$ cat src/rtl/quad_raster_ctrl.sv
// quad_raster_ctrl
// Runs the per-pixel texture-mapping datapath for one screen-space quad at
// a time. A quad is accepted and latched, then its bounding box is computed
// and clamped to the screen. The box is scanned row-major by driving the
// mapper query point. The mapper's 1-cycle-late results are realigned with
// the coordinate that produced them. Inside pixels are streamed out through
// a 2-entry FIFO that honours downstream backpressure.
//
// Ports:
//   CLK, RESET            clock, asynchronous active-high reset
//   in_valid/in_ready     quad descriptor handshake
//   in_x/y/u/v/z[4]       vertex data (x/y/u/v 10-bit signed, z 16-bit signed)
//   m_x/y/u/v/z[4]        latched vertices presented to the mapper
//   m_qx, m_qy            mapper query point
//   m_inside, m_qu/qv/qz  mapper result for the previous cycle's query
//   pix_valid/pix_ready   output pixel stream handshake
//   pix_x/y/u/v/z         output pixel fields (FIFO head)
//   busy, done            activity flag, one-cycle end-of-quad pulse
//   pix_count             pixels emitted for the current or last quad
module quad_raster_ctrl #(
  parameter int SCREEN_W = 640,
  parameter int SCREEN_H = 480
) (
  input  logic               CLK,
  input  logic               RESET,
  input  logic               in_valid,
  output logic               in_ready,
  input  logic signed [9:0]  in_x [4],
  input  logic signed [9:0]  in_y [4],
  input  logic signed [9:0]  in_u [4],
  input  logic signed [9:0]  in_v [4],
  input  logic signed [15:0] in_z [4],
  output logic signed [9:0]  m_x [4],
  output logic signed [9:0]  m_y [4],
  output logic signed [9:0]  m_u [4],
  output logic signed [9:0]  m_v [4],
  output logic signed [15:0] m_z [4],
  output logic signed [9:0]  m_qx,
  output logic signed [9:0]  m_qy,
  input  logic               m_inside,
  input  logic signed [3:0]  m_qu,
  input  logic signed [3:0]  m_qv,
  input  logic signed [15:0] m_qz,
  output logic               pix_valid,
  input  logic               pix_ready,
  output logic [9:0]         pix_x,
  output logic [9:0]         pix_y,
  output logic [3:0]         pix_u,
  output logic [3:0]         pix_v,
  output logic [15:0]        pix_z,
  output logic               busy,
  output logic               done,
  output logic [18:0]        pix_count
);

  localparam logic [2:0] S_IDLE  = 3'd0;
  localparam logic [2:0] S_BBOX  = 3'd1;
  localparam logic [2:0] S_SCAN  = 3'd2;
  localparam logic [2:0] S_DRAIN = 3'd3;
  localparam logic [2:0] S_DONE  = 3'd4;

  localparam logic signed [11:0] X_LAST = 12'(SCREEN_W - 1);
  localparam logic signed [11:0] Y_LAST = 12'(SCREEN_H - 1);

  logic [2:0]         state_q, state_d;
  logic signed [9:0]  vx_q [4];
  logic signed [9:0]  vy_q [4];
  logic signed [9:0]  vu_q [4];
  logic signed [9:0]  vv_q [4];
  logic signed [15:0] vz_q [4];
  logic [9:0]         qx_q, qx_d, qy_q, qy_d;
  logic [9:0]         xmin_q, xmin_d, xmax_q, xmax_d, ymax_q, ymax_d;
  logic [9:0]         dly_x_q, dly_x_d, dly_y_q, dly_y_d;
  logic               inflight_q;
  logic [43:0]        fifo_q [2];
  logic               wr_ptr_q, rd_ptr_q;
  logic [1:0]         cnt_q;
  logic [18:0]        pix_count_q;

  logic accept, push, pop, issue;
  logic [1:0] occ;

  assign accept = (state_q == S_IDLE) && in_valid;

  // Vertex registers: loaded only on acceptance, constant until the next quad.
  generate
    for (genvar gi = 0; gi < 4; gi++) begin : g_vert
      always_ff @(posedge CLK or posedge RESET) begin
        if (RESET) begin
          vx_q[gi] <= '0;
          vy_q[gi] <= '0;
          vu_q[gi] <= '0;
          vv_q[gi] <= '0;
          vz_q[gi] <= '0;
        end else if (accept) begin
          vx_q[gi] <= in_x[gi];
          vy_q[gi] <= in_y[gi];
          vu_q[gi] <= in_u[gi];
          vv_q[gi] <= in_v[gi];
          vz_q[gi] <= in_z[gi];
        end
      end
      assign m_x[gi] = vx_q[gi];
      assign m_y[gi] = vy_q[gi];
      assign m_u[gi] = vu_q[gi];
      assign m_v[gi] = vv_q[gi];
      assign m_z[gi] = vz_q[gi];
    end
  endgenerate

  // Bounding box of the latched vertices.
  logic signed [9:0]  x_lo, x_hi, y_lo, y_hi;
  logic signed [11:0] x_lo_w, x_hi_w, y_lo_w, y_hi_w;
  logic [9:0]         cx_lo, cx_hi, cy_lo, cy_hi;
  logic               box_empty;

  always_comb begin
    x_lo = vx_q[0];
    x_hi = vx_q[0];
    y_lo = vy_q[0];
    y_hi = vy_q[0];
    for (int i = 1; i < 4; i++) begin
      if (vx_q[i] < x_lo) x_lo = vx_q[i];
      if (vx_q[i] > x_hi) x_hi = vx_q[i];
      if (vy_q[i] < y_lo) y_lo = vy_q[i];
      if (vy_q[i] > y_hi) y_hi = vy_q[i];
    end
  end

  function automatic logic [9:0] clamp_coord(input logic signed [11:0] v,
                                             input logic signed [11:0] last);
    if (v < 12'sd0)     return 10'd0;
    else if (v > last)  return last[9:0];
    else                return v[9:0];
  endfunction

  assign x_lo_w = {{2{x_lo[9]}}, x_lo};
  assign x_hi_w = {{2{x_hi[9]}}, x_hi};
  assign y_lo_w = {{2{y_lo[9]}}, y_lo};
  assign y_hi_w = {{2{y_hi[9]}}, y_hi};
  assign cx_lo  = clamp_coord(x_lo_w, X_LAST);
  assign cx_hi  = clamp_coord(x_hi_w, X_LAST);
  assign cy_lo  = clamp_coord(y_lo_w, Y_LAST);
  assign cy_hi  = clamp_coord(y_hi_w, Y_LAST);
  assign box_empty = (x_hi_w < 12'sd0) || (x_lo_w > X_LAST) ||
                     (y_hi_w < 12'sd0) || (y_lo_w > Y_LAST) ||
                     (cx_lo > cx_hi) || (cy_lo > cy_hi);

  // Credit check: FIFO entries plus the result still in the mapper must
  // leave room for the query issued now. A pop this cycle frees its slot
  // immediately, which keeps the scan at one query per cycle when the sink
  // is always ready.
  assign pop  = (cnt_q != 2'd0) && pix_ready;
  assign push = inflight_q && m_inside;
  assign occ  = cnt_q - {1'b0, pop} + {1'b0, inflight_q};

  always_comb begin
    state_d = state_q;
    qx_d    = qx_q;
    qy_d    = qy_q;
    xmin_d  = xmin_q;
    xmax_d  = xmax_q;
    ymax_d  = ymax_q;
    dly_x_d = dly_x_q;
    dly_y_d = dly_y_q;
    issue   = 1'b0;
    case (state_q)
      S_IDLE:  if (in_valid) state_d = S_BBOX;
      S_BBOX: begin
        if (box_empty) begin
          state_d = S_DONE;
        end else begin
          xmin_d  = cx_lo;
          xmax_d  = cx_hi;
          ymax_d  = cy_hi;
          qx_d    = cx_lo;
          qy_d    = cy_lo;
          state_d = S_SCAN;
        end
      end
      S_SCAN: begin
        if (occ < 2'd2) begin
          issue   = 1'b1;
          dly_x_d = qx_q;
          dly_y_d = qy_q;
          if (qx_q == xmax_q) begin
            if (qy_q == ymax_q) begin
              state_d = S_DRAIN;
            end else begin
              qx_d = xmin_q;
              qy_d = qy_q + 10'd1;
            end
          end else begin
            qx_d = qx_q + 10'd1;
          end
        end
      end
      S_DRAIN: if (!inflight_q && cnt_q == 2'd0) state_d = S_DONE;
      S_DONE:  state_d = S_IDLE;
      default: state_d = S_IDLE;
    endcase
  end

  always_ff @(posedge CLK or posedge RESET) begin
    if (RESET) begin
      state_q     <= S_IDLE;
      qx_q        <= '0;
      qy_q        <= '0;
      xmin_q      <= '0;
      xmax_q      <= '0;
      ymax_q      <= '0;
      dly_x_q     <= '0;
      dly_y_q     <= '0;
      inflight_q  <= 1'b0;
      pix_count_q <= '0;
    end else begin
      state_q    <= state_d;
      qx_q       <= qx_d;
      qy_q       <= qy_d;
      xmin_q     <= xmin_d;
      xmax_q     <= xmax_d;
      ymax_q     <= ymax_d;
      dly_x_q    <= dly_x_d;
      dly_y_q    <= dly_y_d;
      inflight_q <= issue;
      if (accept)   pix_count_q <= '0;
      else if (pop) pix_count_q <= pix_count_q + 19'd1;
    end
  end

  // Two-entry result FIFO; results with m_inside=0 are never written.
  always_ff @(posedge CLK or posedge RESET) begin
    if (RESET) begin
      fifo_q[0] <= '0;
      fifo_q[1] <= '0;
      wr_ptr_q  <= 1'b0;
      rd_ptr_q  <= 1'b0;
      cnt_q     <= 2'd0;
    end else begin
      if (push) begin
        fifo_q[wr_ptr_q] <= {dly_x_q, dly_y_q, m_qu, m_qv, m_qz};
        wr_ptr_q         <= ~wr_ptr_q;
      end
      if (pop) rd_ptr_q <= ~rd_ptr_q;
      cnt_q <= cnt_q + {1'b0, push} - {1'b0, pop};
    end
  end

  no_fifo_overflow: assert property (@(posedge CLK) disable iff (RESET)
    !(push && !pop && cnt_q == 2'd2));

  assign in_ready  = (state_q == S_IDLE);
  assign busy      = (state_q != S_IDLE);
  assign done      = (state_q == S_DONE);
  assign pix_valid = (cnt_q != 2'd0);
  assign {pix_x, pix_y, pix_u, pix_v, pix_z} = fifo_q[rd_ptr_q];
  assign pix_count = pix_count_q;
  assign m_qx      = $signed(qx_q);
  assign m_qy      = $signed(qy_q);

endmodule
$ cat config.mk
export PLATFORM = sky130hd
export DESIGN_NAME = quad_raster_ctrl
export DESIGN_NICKNAME = d
export VERILOG_FILES = /design/src/rtl/quad_raster_ctrl.sv
export SDC_FILE = /design/constraint.sdc
export NUM_CORES = 1
export LEC_CHECK = 0
export ABC_AREA = 1
export ABC_CLOCK_PERIOD_IN_PS = 24400
export CAP_MARGIN = 5
export CORE_MARGIN = 4
export CORE_UTILIZATION = 40
export DETAILED_ROUTE_END_ITERATION = 12
export GPL_TIMING_DRIVEN = 1
export PLACE_DENSITY = 0.68
export SLEW_MARGIN = 40
export SYNTH_ARGS = -nofsm -noshare
export SYNTH_HDL_FRONTEND = slang
export SYNTH_SLANG_ARGS = --single-unit
export TNS_END_PERCENT = 5
$ cat constraint.sdc
create_clock -name CLK -period 24.4 [get_ports CLK]
set_input_delay 7.32 -clock CLK [delete_from_list [all_inputs] [get_ports CLK]]
set_output_delay 7.32 -clock CLK [all_outputs]
set_load 0.1 [all_outputs]
==> impl_summary.txt, run 1 <==
----------------------------------------------------
[CTS]
  CTS clk-pin slew, worst paths ... 0.06 ns
  Number of buffers inserted to repair setup after CTS ... 0
  H-tree lvl count ... 2
  Root buffer cell ... sky130_fd_sc_hd__clkbuf_16
  Resize count post-CTS ... 0
  Buffer depth of the longest clock path ... 3
  CTS sink cnt ... 408
  Clock tree from TritonCTS ... done
  Inserted Clock Buffers ... 46
  Clk_lat worst skew ... 0.58 ns
  Quantity of hold-fixing buffers added after cts ... 0

[Setup path]
  Cell class contributing the biggest share of worst-path delay ... buffers and inverters
  Worst setup SP type ... flop
  Crit-path slowest cell ... sky130_fd_sc_hd__buf_4
  Cells along the critical path ... buf_4 > mux2_2 > buf_2
  Cell depth of the worst flop-to-flop path ... 46
  Setup crit end kind ... output port
  Required time worst endpoint ... 17.08 ns
  Endpoint of the worst register-to-register path ... m_qx[5]
  Count of buffer and inverter cells on the critical path ... 2
  WS Path Type ... reg -> out
  Maximum fanout along the worst path ... 45
  Critical register-to-register path startpoint ... m_y[29]
  Register-to-register path setup slack ... 15.16 ns
  Worst path arrival time ... 2.19 ns
  Maximum single-stage delay on the critical path ... 0.51 ns

[Synthesis]
  Synthesized-area fraction occupied by ao, oa, aoi and oai cells ... 0.113
  Warning count from the yosys run ... 0
  Count of state elements after synthesis ... 408
  Most repeated cell in the gate-level netlist after synthesis ... sky130_fd_sc_hd__nand2_1
  Largest area contributor in the synthesized netlist ... sky130_fd_sc_hd__dfrtp_1
  Portion of synthesized cell area occupied by the leading cell type ... 0.482
  Main area contributors after synthesis ... sky130_fd_sc_hd__dfrtp_1, sky130_fd_sc_hd__nand2_1, sky130_fd_sc_hd__ha_1, sky130_fd_sc_hd__o21ai_0, sky130_fd_sc_hd__inv_1
  Top flip-flop cell by instance count after synthesis ... sky130_fd_sc_hd__dfrtp_1
  Fraction of synthesized area in multiplexers ... 0.0234
  Post-synth net total ... 3006
  Count of distinct cell types in the synthesized netlist ... 43
  Mean area per synthesized cell ... 8.04 µm²
  Seq/Total Area, Yosys ... 0.482
  Post-synth EDFFs ... 0
  Share of the synthesized netlist area taken by xor and xnor gates ... 0.00951
  Area share of fa/ha/maj cells after synthesis ... 0.0709
  Post-synth design cell area ... 0.0212 mm²
  Proportion of register bits with asynchronous set or reset after synthesis ... 1.00
  Top cells by count, synth ... sky130_fd_sc_hd__nand2_1, sky130_fd_sc_hd__dfrtp_1, sky130_fd_sc_hd__o21ai_0, sky130_fd_sc_hd__inv_1, sky130_fd_sc_hd__ha_1
  Post-Synth Simple-Gate Area ... 0.242
  Dominant combinational cell family by area after synthesis ... simple AND/OR/NAND/NOR gates
  Number of instances in the synthesized netlist ... 2633

[STA]
  Slew headroom ... 0.467
  Max Clock Skew ... 0.0236 ns
  Post-route fraction of the period consumed by the critical path ... 0.390
  Total of endpoints with negative setup slack in the final report ... 0
  Unrepaired setup endpoints after global routing ... no
  Least-Margin Pin Slew ... 0.799 ns
  Max Clock Freq ... 0.105 GHz
  Minimum clock period after layout ... 9.51 ns
  Final count of pins violating max slew ... 0
  Final Hold Viols ... 0
  Post-route setup TNS ... 0 ns

[Global route]
  Via count of the first global-routing pass ... 19100
  Pin count of the biggest net entering global routing ... 131
  GR Util All Layers ... 0.237
  Global route total overflow ... 0
  Initial antenna violation count ... 10
  Wire length of the first global-routing pass ... 107000 µm

[Route]
  Initial DRC count ... 1089
  DR vias ... 19200
  Wire length reported by the detailed router ... 69300 µm
  Average wire length per cell after detail routing ... 17.9 µm
  Detailed-route vias per instance ... 4.95
  Remaining routing DRC violations ... 0
  First-pass detailed-route iteration total ... 5
  Final ANT Viol Nets ... 0

[Floorplanning]
  Chip width ... 238 µm
  Initial cell density of the core ... 0.404
  Top-Level Pins ... 564
  Core area ... 0.0524 mm²
  DIE AREA ... 0.0567 mm²
  Cell Rows ... 84
  Height of the chip ... 238 µm

[Finish]
  Layout cells sized above 1 ... 0.155
  Synth-to-Final Area Change ... 28.9%
  Net count reported at finish ... 3522

[Run]
  Max-capacitance violation count ... 0

[Placed design]
  HPWL reported at the end of detailed placement ... 53600 µm
  Routability cong. ... 0.894
  Count of input and output buffers ... 563

[Run status]
  Result of the run ... completed

[Hold path]
  Path class of the lowest-slack min-delay path ... reg -> reg
  Beginning of the worst hold path ... m_v[35]
  Terminating pin of the worst hold path ... m_v[35]
  Worst Hold Depth ... 2

----------------------------------------------------
flip-flops by register name, indices dropped and copies added (netlist names), 19 cells and up:
| signal | cells |
|---|---|
| m_u | 40 |
| m_y | 40 |
| pix_count | 19 |
| fifo_q | 88 |
| m_z | 64 |
| m_v | 40 |
| m_x | 40 |
kinds of logic after synthesis:
group / after synthesis
adder cells (fa/ha/maj): 120
AO/OA/AOI/OAI: 439
AND/OR/NAND/NOR: 1279
multiplexers: 44
XOR/XNOR: 23
flip-flops: 408
buffers and inverters: 320
layer usage:
layer	GRT usage	vias up	wire length (µm)
met5	0	-	80
met4	0.0938	12	3040
met3	0.0599	127	4410
met2	0.408	533	33900
met1	0.288	8931	27900
li1	-	9556	-
how the worst max path moves through the flow:
stage,slack [ns],endpoint,depth (start not counted),start
6_report,14.89,pix_y[7],3,rd_ptr_q
5_1_grt,14.05,m_qx[3],47,m_y[29]
4_1_cts,14.81,m_v[32],8,in_valid
3_5_place_dp,14.20,m_v[32],8,in_valid
3_3_place_gp,14.04,m_x[21],8,in_valid
2_1_floorplan,5.73,cnt_q[0],1,RESET
area by class of cell:
cell class | count | area [µm²]
antenna | 3 | 7.51
clock buffer | 72 | 1370
clock inverter | 10 | 66.3
fill | 4974 | 25100
inverter | 210 | 806
multi-input combinational | 1905 | 9730
sequential | 408 | 10200
tap | 688 | 861
timing repair buffer | 578 | 4250
placed cells by master, fill, tap and decap left out, types with 8 or more instances in the layout:
master                            count
sky130_fd_sc_hd__xnor2_1             12
sky130_fd_sc_hd__clkbuf_8            10
sky130_fd_sc_hd__nor3_1              22
sky130_fd_sc_hd__o21ai_0            255
sky130_fd_sc_hd__o21ai_2             11
sky130_fd_sc_hd__nand2_1           1060
sky130_fd_sc_hd__mux2_2              44
sky130_fd_sc_hd__clkbuf_16           47
sky130_fd_sc_hd__ha_1               120
sky130_fd_sc_hd__nand3b_1             8
sky130_fd_sc_hd__o21ai_1             35
sky130_fd_sc_hd__nor4_1               8
sky130_fd_sc_hd__buf_2              309
sky130_fd_sc_hd__nand4_1             11
sky130_fd_sc_hd__nand3_1             68
sky130_fd_sc_hd__dfrtp_1            407
sky130_fd_sc_hd__clkdlybuf4s50_1    252
sky130_fd_sc_hd__o21a_1               9
sky130_fd_sc_hd__buf_4                8
sky130_fd_sc_hd__a21oi_1             76
sky130_fd_sc_hd__nand2_2             18
sky130_fd_sc_hd__nor2_1              67
sky130_fd_sc_hd__o211ai_1            24
sky130_fd_sc_hd__clkbuf_1            15
sky130_fd_sc_hd__inv_1              202
sky130_fd_sc_hd__xor2_1              11
sky130_fd_sc_hd__buf_6                8
stage by stage:
step / setup WS (ns) / util / hold slack [ns] / cells / cell area, µm²
floorplan: 5.73 / - / 0.446 / 2633 / 21200
global placement: 14.04 / 0.521 / 0.455 / 3788 / 27300
detailed placement: 14.20 / 0.492 / 0.454 / 3788 / 25800
CTS: 14.81 / 0.520 / 0.468 / 3870 / 27300
global route: 14.05 / 0.521 / 0.481 / 3874 / 27300
finish: 14.89 / 0.521 / 0.466 / 3874 / 27300
tightest hold or removal path, cell delays in order, from the launching register on:
cell                      delay, ns
sky130_fd_sc_hd__dfrtp_1       0.34
sky130_fd_sc_hd__nand2_1       0.05
sky130_fd_sc_hd__nand2_1       0.04
Power of run 1 is not shown: default switching activity piles up to over one toggle a cycle in this logic, so the estimate is an artifact.
==> run 2, diff against run 1 <==
Settings changed: ABC_CLOCK_PERIOD_IN_PS 24400 to 9400.
Clock period 24.4 ns to 9.4 ns, I/O delays scaled along.
==> run 2 against run 1 <==
- critical path depth increased by 41
- core utilization increased by 0.56 points
- non-clock buffer count increased by 3
- count of clock-buffer cells in the layout decreased by 2
- wire length increased by 0.87%
- die area unchanged
- clock skew decreased by 0.0088 ns
- sequential share of layout area decreased by 0.39 points
- register-to-register slack got worse by 14 ns
- worst hold slack improved by 0.0017 ns
==> impl_summary.txt, run 2 (synthesized netlist as in run 1, its figures left out) <==
----------------------------------------------------
[Finish]
  Filler cells ... 4990
  Synth-to-Final Area Change ... 30.3%
  Net count reported at finish ... 3525
  Most common cell after layout, fill and taps aside ... sky130_fd_sc_hd__nand2_1
  Reg with most FFs ... fifo_q
  Number of flip-flops in the largest register ... 88
  Top library cells by usage in the layout, fill and taps aside ... sky130_fd_sc_hd__nand2_1, sky130_fd_sc_hd__dfrtp_1, sky130_fd_sc_hd__buf_2
  Layout cells sized above 1 ... 0.159

[Global route]
  Global route total overflow ... 0
  Initial antenna violation count ... 12
  GR Util All Layers ... 0.240
  Wire length of the first global-routing pass ... 109000 µm
  Pin count of the biggest net entering global routing ... 135
  Via count of the first global-routing pass ... 18900

[Floorplanning]
  Core area ... 0.0524 mm²
  Initial cell density of the core ... 0.404
  DIE AREA ... 0.0567 mm²
  Height of the chip ... 238 µm
  Chip width ... 238 µm
  Top-Level Pins ... 564
  Cell Rows ... 84

[STA]
  Slew headroom ... 0.454
  Minimum clock period after layout ... 8.49 ns
  Post-route setup TNS ... 0 ns
  Unrepaired setup endpoints after global routing ... no
  Final Hold Viols ... 0
  Least-Margin Pin Slew ... 0.819 ns
  Max Clock Skew ... 0.0148 ns
  Total of endpoints with negative setup slack in the final report ... 0
  Post-route fraction of the period consumed by the critical path ... 0.904
  Max Clock Freq ... 0.118 GHz
  Final count of pins violating max slew ... 0

[Route]
  Detailed-route vias per instance ... 4.94
  Final ANT Viol Nets ... 0
  Average wire length per cell after detail routing ... 18.0 µm
  Wire length reported by the detailed router ... 69900 µm
  Remaining routing DRC violations ... 0
  Initial DRC count ... 1102
  DR vias ... 19100
  First-pass detailed-route iteration total ... 5

[CTS]
  Clock tree from TritonCTS ... done
  CTS clk-pin slew, worst paths ... 0.06 ns
  Inserted Clock Buffers ... 46
  CTS sink cnt ... 408
  Buffer depth of the longest clock path ... 3
  Root buffer cell ... sky130_fd_sc_hd__clkbuf_16
  Quantity of hold-fixing buffers added after cts ... 0
  Clk_lat worst skew ... 0.58 ns
  H-tree lvl count ... 2

[Hold path]
  Path class of the lowest-slack min-delay path ... reg -> reg
  Beginning of the worst hold path ... m_z[47]

[Setup path]
  Cell class contributing the biggest share of worst-path delay ... simple AND/OR/NAND/NOR gates
  Most prevalent standard cell on the critical path ... sky130_fd_sc_hd__nand2_1
  Worst setup SP type ... flop
  Maximum single-stage delay on the critical path ... 0.43 ns
  Crit-path slowest cell ... sky130_fd_sc_hd__dfrtp_1
  Critical register-to-register path startpoint ... m_x[29]
  Setup crit end kind ... flop
  Required time worst endpoint ... 9.84 ns
  Count of buffer and inverter cells on the critical path ... 4
  Worst path arrival time ... 8.94 ns
  Maximum fanout along the worst path ... 20
  WS Path Type ... reg -> reg
  Launching element of the worst setup path ... m_x[29]

[Placed design]
  Routability cong. ... 0.922
  HPWL reported at the end of detailed placement ... 53800 µm
  Count of input and output buffers ... 563

[Run status]
  Result of the run ... completed

[Run]
  Max-capacitance violation count ... 0

----------------------------------------------------
==> run 2: cell types whose count changed in the layout (fill, tap and decap cells not counted), sizes merged <==
cell      previous run  this run
clkinv               6         5
clkbuf              72        70
buf                326       329
diode                3         1
clkinvlp             2         4
bufinv               0         6
inv                212       209
==> run 2: path summary, 6_finish.rpt <==
| kind | depth (start not counted) | slack, ns | end |
|---|---|---|---|
| worst min register to register | 2 | 0.47 | m_z[47] |
| worst max register to register | 44 | 0.91 | m_qy[1] |
| worst min-delay path | 2 | 0.47 | m_z[47] |
| min in group asynchronous | 2 | 2.70 | m_x[12] |
| worst max-delay path | 44 | 0.91 | m_qy[1] |
| max in group asynchronous | 5 | 5.30 | m_y[1] |
==> run 2: per-stage QoR <==
stage           util  instances  instance area [µm²]  hold slack [ns]  setup slack, ns
6_report       0.526       3877                27600            0.468            0.906
5_1_grt        0.526       3876                27600            0.480           0.0766
4_1_cts        0.525       3873                27500            0.469            0.569
3_5_place_dp   0.494       3789                25900            0.454            0.619
3_3_place_gp   0.521       3787                27300            0.453            0.856
2_1_floorplan      -       2633                21200            0.446             1.08
==> run 2: routing by layer <==
metal	part of all wire	GRT usage
met1	0.40	0.294
met2	0.49	0.416
met3	0.069	0.0651
met4	0.034	0.0728
met5	0.0018	0
==> run 2: repair_timing <==
| action | 4_1_cts | 5_1_grt |
|---|---|---|
| endpoints found under the setup margin | 0 | 49 |
| resized for setup | 0 | 5 |
| setup buffers | 0 | 0 |
==> run 2: cell type report <==
cell class | instances | area [µm²] | area share
Clock inverter | 14 | 228 | 0.00825
Clock buffer | 70 | 1410 | 0.0509
Tap cell | 688 | 861 | 0.0312
Antenna cell | 1 | 2.50 | 0.0000907
Timing Repair Buffer | 581 | 4340 | 0.157
Multi-Input combinational cell | 1905 | 9750 | 0.353
Sequential cell | 408 | 10200 | 0.370
Inverter | 210 | 800 | 0.0290
==> run 2: tightest hold or removal path, delay by kind of cell (launching register included) <==
| kind | cells | cell delay, ns |
|---|---|---|
| flip-flops | 1 | 0.34 |
| AND/OR/NAND/NOR | 2 | 0.10 |
Power of run 2 is left out for the same reason.
